## config.mk

```make
export PLATFORM = sky130hd
export DESIGN_NAME = tqvp_vga_capture
export DESIGN_NICKNAME = d
export VERILOG_FILES = /design/src/rtl/tqvp_vga_capture_pkg.sv /design/src/rtl/tqvp_vga_capture_vga_sync_edge.sv /design/src/rtl/tqvp_vga_capture.sv
export SDC_FILE = /design/constraint.sdc
export NUM_CORES = 1
export LEC_CHECK = 0
export BUFFER_PORTS_ARGS = -buffer_cell sky130_fd_sc_hd__clkbuf_2
export CORE_ASPECT_RATIO = 0.7
export CORE_MARGIN = 4
export CORE_UTILIZATION = 39
export CTS_CLUSTER_SIZE = 12
export DETAILED_ROUTE_END_ITERATION = 6
export GPL_TIMING_DRIVEN = 0
export MAX_ROUTING_LAYER = met4
export PLACE_DENSITY = 0.66
export SLEW_MARGIN = 30
export SYNTH_ARGS = -nofsm -noshare
export SYNTH_HDL_FRONTEND = slang
export SYNTH_SLANG_ARGS = --single-unit
```

## constraint.sdc

```tcl
create_clock -name clk -period 3.7 [get_ports clk]
set_input_delay 0.74 -clock clk [delete_from_list [all_inputs] [get_ports clk]]
set_output_delay 0.74 -clock clk [all_outputs]
set_load 0.005 [all_outputs]
```

## src/rtl/tqvp_vga_capture_pkg.sv

```systemverilog
// Shared constants for the VGA line capture peripheral: register map,
// FSM state encoding and capture length.
package tqvp_vga_capture_pkg;

   localparam logic [5:0] ADDR_CTRL    = 6'h00;
   localparam logic [5:0] ADDR_TARGET  = 6'h04;
   localparam logic [5:0] ADDR_XOFF    = 6'h08;
   localparam logic [5:0] ADDR_SDIV    = 6'h0C;
   localparam logic [5:0] ADDR_HPERIOD = 6'h10;
   localparam logic [5:0] ADDR_VLINES  = 6'h14;
   localparam logic [5:0] ADDR_DATA0   = 6'h20;
   localparam logic [5:0] ADDR_DATA1   = 6'h24;
   localparam logic [5:0] ADDR_DATA2   = 6'h28;
   localparam logic [5:0] ADDR_DATA3   = 6'h2C;

   localparam int unsigned PIXEL_COUNT = 64;
   localparam logic [5:0]  PIX_LAST    = 6'(PIXEL_COUNT - 1);

   typedef enum logic [2:0] {
      ST_IDLE      = 3'd0,
      ST_ARMED     = 3'd1,
      ST_WAIT_LINE = 3'd2,
      ST_WAIT_X    = 3'd3,
      ST_CAPTURE   = 3'd4,
      ST_DONE      = 3'd5
   } state_t;

endpackage

```

## src/rtl/tqvp_vga_capture_vga_sync_edge.sv

```systemverilog
// Sync falling-edge detection and line counter. With VGA_CAPTURE_MEASURE_EN
// defined it also measures the hsync period and the lines per frame.
module vga_sync_edge (
   input  logic        clk,
   input  logic        rst_n,
   input  logic        i_hsync_n,
   input  logic        i_vsync_n,
   output logic        o_hs_start,
   output logic        o_vs_start,
   output logic [9:0]  o_line_nxt,
   output logic [11:0] o_hperiod,
   output logic [10:0] o_vlines
);

   logic       r_hs_d;
   logic       r_vs_d;
   logic [9:0] r_line;

   assign o_hs_start = r_hs_d & ~i_hsync_n;
   assign o_vs_start = r_vs_d & ~i_vsync_n;

   // Value the line counter takes this cycle; the FSM compares against it.
   always_comb begin
      o_line_nxt = r_line;
      if (o_vs_start)
         o_line_nxt = '0;
      else if (o_hs_start && r_line != 10'h3FF)
         o_line_nxt = r_line + 10'd1;
   end

   always_ff @(posedge clk or negedge rst_n) begin
      if (!rst_n) begin
         r_hs_d <= 1'b0;
         r_vs_d <= 1'b0;
         r_line <= '0;
      end else begin
         r_hs_d <= i_hsync_n;
         r_vs_d <= i_vsync_n;
         r_line <= o_line_nxt;
      end
   end

`ifdef VGA_CAPTURE_MEASURE_EN
   logic [11:0] r_hcnt;
   logic [11:0] r_hperiod;
   logic [10:0] r_vlines;

   always_ff @(posedge clk or negedge rst_n) begin
      if (!rst_n) begin
         r_hcnt    <= '0;
         r_hperiod <= '0;
         r_vlines  <= '0;
      end else begin
         if (o_hs_start) begin
            r_hcnt    <= 12'd1;
            r_hperiod <= r_hcnt;
         end else if (r_hcnt != 12'hFFF) begin
            r_hcnt <= r_hcnt + 12'd1;
         end
         if (o_vs_start)
            r_vlines <= {1'b0, r_line};
      end
   end

   assign o_hperiod = r_hperiod;
   assign o_vlines  = r_vlines;
`else
   assign o_hperiod = '0;
   assign o_vlines  = '0;
`endif

endmodule

```

## src/rtl/tqvp_vga_capture.sv

```systemverilog
// TinyQV peripheral capturing 64 2-bit pixels from a chosen VGA line.
// Optional sync measurement (HPERIOD/VLINES) under VGA_CAPTURE_MEASURE_EN.
//
// state      | meaning
// IDLE       | not capturing
// ARMED      | waiting for start of frame (vsync start)
// WAIT_LINE  | counting hsync starts until TARGET_LINE
// WAIT_X     | X_OFFSET down-count after the target hsync start
// CAPTURE    | sampling pixels every SAMPLE_DIV+1 clocks
// DONE       | finished (done, optionally error), waits for arm
module tqvp_vga_capture
   import tqvp_vga_capture_pkg::*;
(
   input  logic        clk,
   input  logic        rst_n,
   input  logic [7:0]  ui_in,
   output logic [7:0]  uo_out,
   input  logic [5:0]  address,
   input  logic [31:0] data_in,
   input  logic [1:0]  data_write_n,
   input  logic [1:0]  data_read_n,
   output logic [31:0] data_out,
   output logic        data_ready,
   output logic        user_interrupt
);

   state_t       r_state, w_state_nxt;
   logic [9:0]   r_target;
   logic [10:0]  r_xoff, r_xcnt;
   logic [3:0]   r_sdiv, r_divcnt;
   logic [5:0]   r_pix;
   logic [127:0] r_data;
   logic         r_done, r_error, r_irq;

   logic         w_wr, w_rd, w_ctrl_wr, w_arm, w_abort;
   logic         w_hs_start, w_vs_start, w_line_hit, w_sample;
   logic         w_cfg_lock, w_enter_done, w_err_evt;
   logic [9:0]   w_line_nxt;
   logic [11:0]  w_hperiod;
   logic [10:0]  w_vlines;
   logic         w_unused;

   vga_sync_edge u_sync (
      .clk        (clk),
      .rst_n      (rst_n),
      .i_hsync_n  (ui_in[0]),
      .i_vsync_n  (ui_in[1]),
      .o_hs_start (w_hs_start),
      .o_vs_start (w_vs_start),
      .o_line_nxt (w_line_nxt),
      .o_hperiod  (w_hperiod),
      .o_vlines   (w_vlines)
   );

   assign w_wr       = (data_write_n != 2'b11);
   assign w_rd       = (data_read_n != 2'b11);
   assign w_ctrl_wr  = w_wr && (address == ADDR_CTRL);
   assign w_abort    = w_ctrl_wr && data_in[1];
   assign w_arm      = w_ctrl_wr && data_in[0] && !data_in[1];
   assign w_line_hit = w_hs_start && (w_line_nxt == r_target);
   assign w_sample   = (r_state == ST_CAPTURE) && (r_divcnt == '0);
   assign w_cfg_lock = (r_state == ST_WAIT_X) || (r_state == ST_CAPTURE);

   always_comb begin
      w_state_nxt = r_state;
      w_err_evt   = 1'b0;
      if (w_abort)
         w_state_nxt = ST_IDLE;
      else if (w_arm)
         w_state_nxt = ST_ARMED;
      else begin
         case (r_state)
            ST_ARMED:     if (w_vs_start) w_state_nxt = ST_WAIT_LINE;
            ST_WAIT_LINE: if (w_line_hit)
                             w_state_nxt = (r_xoff == '0) ? ST_CAPTURE : ST_WAIT_X;
            ST_WAIT_X: begin
               if (w_vs_start) begin
                  w_state_nxt = ST_DONE;
                  w_err_evt   = 1'b1;
               end else if (r_xcnt == '0) begin
                  w_state_nxt = ST_CAPTURE;
               end
            end
            ST_CAPTURE: begin
               if (w_vs_start) begin
                  w_state_nxt = ST_DONE;
                  w_err_evt   = 1'b1;
               end else if (w_sample && r_pix == PIX_LAST) begin
                  w_state_nxt = ST_DONE;
               end
            end
            ST_IDLE, ST_DONE: ;
            default: w_state_nxt = ST_IDLE;
         endcase
      end
   end

   assign w_enter_done = (w_state_nxt == ST_DONE) && (r_state != ST_DONE);

   always_ff @(posedge clk or negedge rst_n) begin
      if (!rst_n) r_state <= ST_IDLE;
      else        r_state <= w_state_nxt;
   end

   always_ff @(posedge clk or negedge rst_n) begin
      if (!rst_n) begin
         r_target <= '0;
         r_xoff   <= '0;
         r_sdiv   <= '0;
         r_xcnt   <= '0;
         r_divcnt <= '0;
         r_pix    <= '0;
         r_data   <= '0;
         r_done   <= 1'b0;
         r_error  <= 1'b0;
         r_irq    <= 1'b0;
      end else begin
         if (w_wr && !w_cfg_lock) begin
            case (address)
               ADDR_TARGET: r_target <= data_in[9:0];
               ADDR_XOFF:   r_xoff   <= data_in[10:0];
               ADDR_SDIV:   r_sdiv   <= data_in[3:0];
               default: ;
            endcase
         end

         if (r_state == ST_WAIT_LINE)
            r_xcnt <= r_xoff - 11'd1;
         else if (r_state == ST_WAIT_X && r_xcnt != '0)
            r_xcnt <= r_xcnt - 11'd1;

         // First sample lands on the CAPTURE entry cycle, then every SAMPLE_DIV+1.
         if (r_state != ST_CAPTURE) begin
            r_divcnt <= '0;
            r_pix    <= '0;
         end else if (w_sample) begin
            r_data[{r_pix, 1'b0} +: 2] <= ui_in[3:2];
            r_pix    <= r_pix + 6'd1;
            r_divcnt <= r_sdiv;
         end else begin
            r_divcnt <= r_divcnt - 4'd1;
         end

         if (w_arm) begin
            r_done  <= 1'b0;
            r_error <= 1'b0;
            r_irq   <= 1'b0;
            r_data  <= '0;
         end else if (w_enter_done) begin
            r_done  <= 1'b1;
            r_error <= w_err_evt;
            r_irq   <= 1'b1;
         end else if (w_rd && address == ADDR_CTRL) begin
            r_irq <= 1'b0;
         end
      end
   end

   always_comb begin
      data_out = '0;
      case (address)
         ADDR_CTRL:    data_out = {27'b0, r_state, r_error, r_done};
         ADDR_TARGET:  data_out = {22'b0, r_target};
         ADDR_XOFF:    data_out = {21'b0, r_xoff};
         ADDR_SDIV:    data_out = {28'b0, r_sdiv};
         ADDR_HPERIOD: data_out = {20'b0, w_hperiod};
         ADDR_VLINES:  data_out = {21'b0, w_vlines};
         ADDR_DATA0:   data_out = r_data[31:0];
         ADDR_DATA1:   data_out = r_data[63:32];
         ADDR_DATA2:   data_out = r_data[95:64];
         ADDR_DATA3:   data_out = r_data[127:96];
         default: ;
      endcase
   end

   assign uo_out         = 8'h00;
   assign data_ready     = 1'b1;
   assign user_interrupt = r_irq;
   assign w_unused       = &{1'b0, ui_in[7:4], data_in[31:11]};

endmodule
```

==> impl_metrics.py <==
metrics = {
    "clocking": {
        "htree_levels": 4,
        "path_clk_slew_ns": 0.08,
        "cts_buffers": 17,
        "ctsLongestPathBuffers": 2,
        "worstSkewPairLatency_ns": 0.45,
        "clock-root-buffer": "clkbuf_16",
        "cts_tree": "built",
        "post_cts.repair.setup_buffers": 0,
        "clkSinkCount": 192,
    },
    "setup_path": {
        "critPathKind": "in -> out",
        "r2r_slack_ns": 0.27,
        "cp.arrival_ns": 2.85,
        "path_cells": "clkbuf_2, nor3_1, nand2_1, nor3_1, clkbuf_1, a22oi_1, nand4_1, clkbuf_2",
        "r2r-end": "r_data[82]",
        "cp-start-kind": "input port",
        "slowest_delay_ns": 0.61,
        "rr_worst_depth": 13,
        "cp-end-kind": "output pin",
        "crit_slowest_cell": "clkbuf_1",
        "crit-reg2reg-launch": "r_pix[0]",
        "cp.required_ns": 2.96,
        "path_max_fanout": 10,
    },
    "timing": {
        "worst_slack_ns": 0.112,
        "max_slew.worst_pin.slew_ns": 0.903,
        "fmax_ghz": 0.279,
        "holdWs_ns": 0.241,
        "relSlewSlack_pct": 39.3,
        "fin_skew_ns": 0.0129,
        "min_period_over_period_pct": 97.0,
        "fin_crit_ns": 3.59,
        "slew_viol_final": 0,
        "final-hold-violation-count": 0,
        "finalSetupViolCount": 0,
        "rsz0062_at_grt": "no",
    },
    "route": {
        "via_per_inst": 5.90,
        "drc": 0,
        "wl_per_cell_um": 20.7,
        "wl_um": 33900,
        "dr.pass1.iters": 6,
        "drtIter0Drc": 1275,
        "ant_nets": 0,
        "vias": 9664,
    },
    "placement": {
        "port_buffers": 57,
        "post-dp-hpwl_um": 24700,
        "place_ws_ns": -0.663,
        "gp_congestion": 0.929,
    },
    "floorplanning": {
        "die_h_um": 144,
        "num_rows": 49,
        "pin_count": 94,
        "initial_core_util_pct": 39.9,
        "coreArea_um2": 25900,
        "die_x_um": 203,
        "dieArea_um2": 29300,
    },
    "logic_synthesis": {
        "yosysSeqAreaShare_pct": 46.4,
        "syn_area_per_cell_um2": 8.76,
        "synth_area_um2": 10400,
        "synth_edf_count": 0,
        "synth_cell_type_count": 61,
        "synth_seq_cells": 192,
        "yosys.area.top_type": "dfrtp_1",
        "synth_flop_cell": "dfrtp_1",
        "yosys_warnings": 0,
        "netlist.area_leader.share_pct": 46.4,
        "yosysMostFrequentCell": "dfrtp_1",
        "synth_area_leaders": "dfrtp_1, a22oi_1, nand2_1",
        "synth_common_cells": "dfrtp_1, nand2_1, nor2_1",
        "syn_inst": 1183,
        "synthArstFlopShare_pct": 100,
    },
    "grt": {
        "grt_util_all_layers_pct": 24.3,
        "busiest_layer": "met1",
        "gr-usage-met3_pct": 6.95,
        "grtUsageMet1_pct": 35.6,
        "antenna_found_initial": 0,
        "grt_start_max_net_pins": 82,
        "use_met2_pct": 33.2,
        "grt_pass1_wl_um": 53700,
        "grt_pass1_vias": 9169,
        "grt_overflow": 0,
    },
    "pwr": {
        "power.total_mw": 5.75,
        "leakage_nw": 5.19,
        "ir_worst_vdd_mv": 0.341,
        "cellPowerDensity_nw_per_um2": 488,
    },
    "hold_path": {
        "hp-class": "in -> async",
    },
    "layout": {
        "nets": 1325,
        "syn_to_final_growth_pct": 13.8,
        "drive_gt1_share_pct": 13.4,
        "post-route-util_pct": 45.5,
        "nFillCells": 2486,
    },
    "run": {
        "cap_viol_max_count": 0,
    },
    "outcome": {
        "outcome": "complete, no violations",
    },
}
## state kept, by name, summed over array words and instances (netlist names), 4 cells and up
signal	cells
r_target	10
r_xoff	11
u_sync.r_line	10
r_divcnt	4
r_pix	6
r_xcnt	11
r_data	128
r_sdiv	4
## worst max-delay path by stage
stage / startpoint / endpoint / slack, ns / cells after the start
floorplan: r_pix[0] / r_data[2] / 0.67 / 13
global placement: rst_n / r_data[93] / -1.88 / 1
detailed placement: r_pix[0] / r_data[10] / -0.66 / 13
CTS: address[4] / data_out[4] / 0.09 / 7
global route: r_pix[0] / r_data[79] / 0.02 / 13
finish: address[4] / data_out[0] / 0.11 / 8
## timing repair
| item | CTS | global route |
|---|---|---|
| gates resized for setup | 12 | 5 |
| setup endpoints to repair | 87 | 71 |
| endpoints found under the hold margin | 0 | 0 |
| hold buffers | 0 | 0 |
## report_power, final
part	switching, mW	leakage [nW]	internal, mW
Sequential	0.286	2.41	2.35
Clock	0.916	0.285	0.950
Combinational	0.759	2.49	0.490
Total	1.96	5.19	3.79
## layout by cell type (no fill, tap or decap), types with 22 or more instances in the layout
| cell | netlist | layout |
|---|---|---|
| mux2i_1 | 26 | 26 |
| a21oi_1 | 69 | 69 |
| nand3_1 | 70 | 70 |
| a22oi_1 | 143 | 143 |
| dfrtp_1 | 192 | 192 |
| buf_2 | 21 | 22 |
| nor3_1 | 42 | 41 |
| mux2_2 | 25 | 25 |
| nand2_1 | 172 | 172 |
| clkbuf_1 | 55 | 45 |
| nor2_1 | 170 | 168 |
| clkbuf_2 | 0 | 64 |
## worst max-delay path, delay by kind of cell
family	cells	cell delay [ns]
buf+inv	3	0.87
compound gates	1	0.20
simple gates	4	1.04
## metrics by stage
stage               cells  setup TNS [ns]  instance area, µm²
global route         1636               0               11800
finish               1637               0               11800
floorplan            1190               0               10400
global placement     1604         -379.22               11100
CTS                  1637               0               11800
detailed placement   1606          -27.67               11200
## cell families (layout without fill, tap and decap cells)
| kind of cell | Yosys count | count (layout) | synth area share, % |
|---|---|---|---|
| simple gates | 528 | 528 | 22.9 |
| compound gates | 265 | 265 | 17.3 |
| flops | 192 | 192 | 46.4 |
| buf+inv | 104 | 193 | 4.39 |
| mux | 51 | 51 | 5.23 |
| xor+xnor | 34 | 34 | 2.88 |
| fa+ha+maj | 7 | 7 | 0.846 |
| other cells | 2 | 10 | 0.0725 |
## metal layers
layer	routed length [µm]	up-vias
li1	-	4340
met1	15800	4802
met2	14200	482
met3	3580	40
met4	355	0
met5	0	-
## area by class of cell
cell class	instances	area, µm²	area share, %
buffer	90	417	3.53
clock buffer	17	425	3.61
timing repair buffer	59	349	2.96
inverter	12	45.0	0.382
antenna	1	2.50	0.0212
tap	357	447	3.79
multi-input combinational	894	5150	43.7
clock inverter	15	151	1.28
sequential	192	4800	40.8
Note: power is estimated with default switching activity, not from simulation.
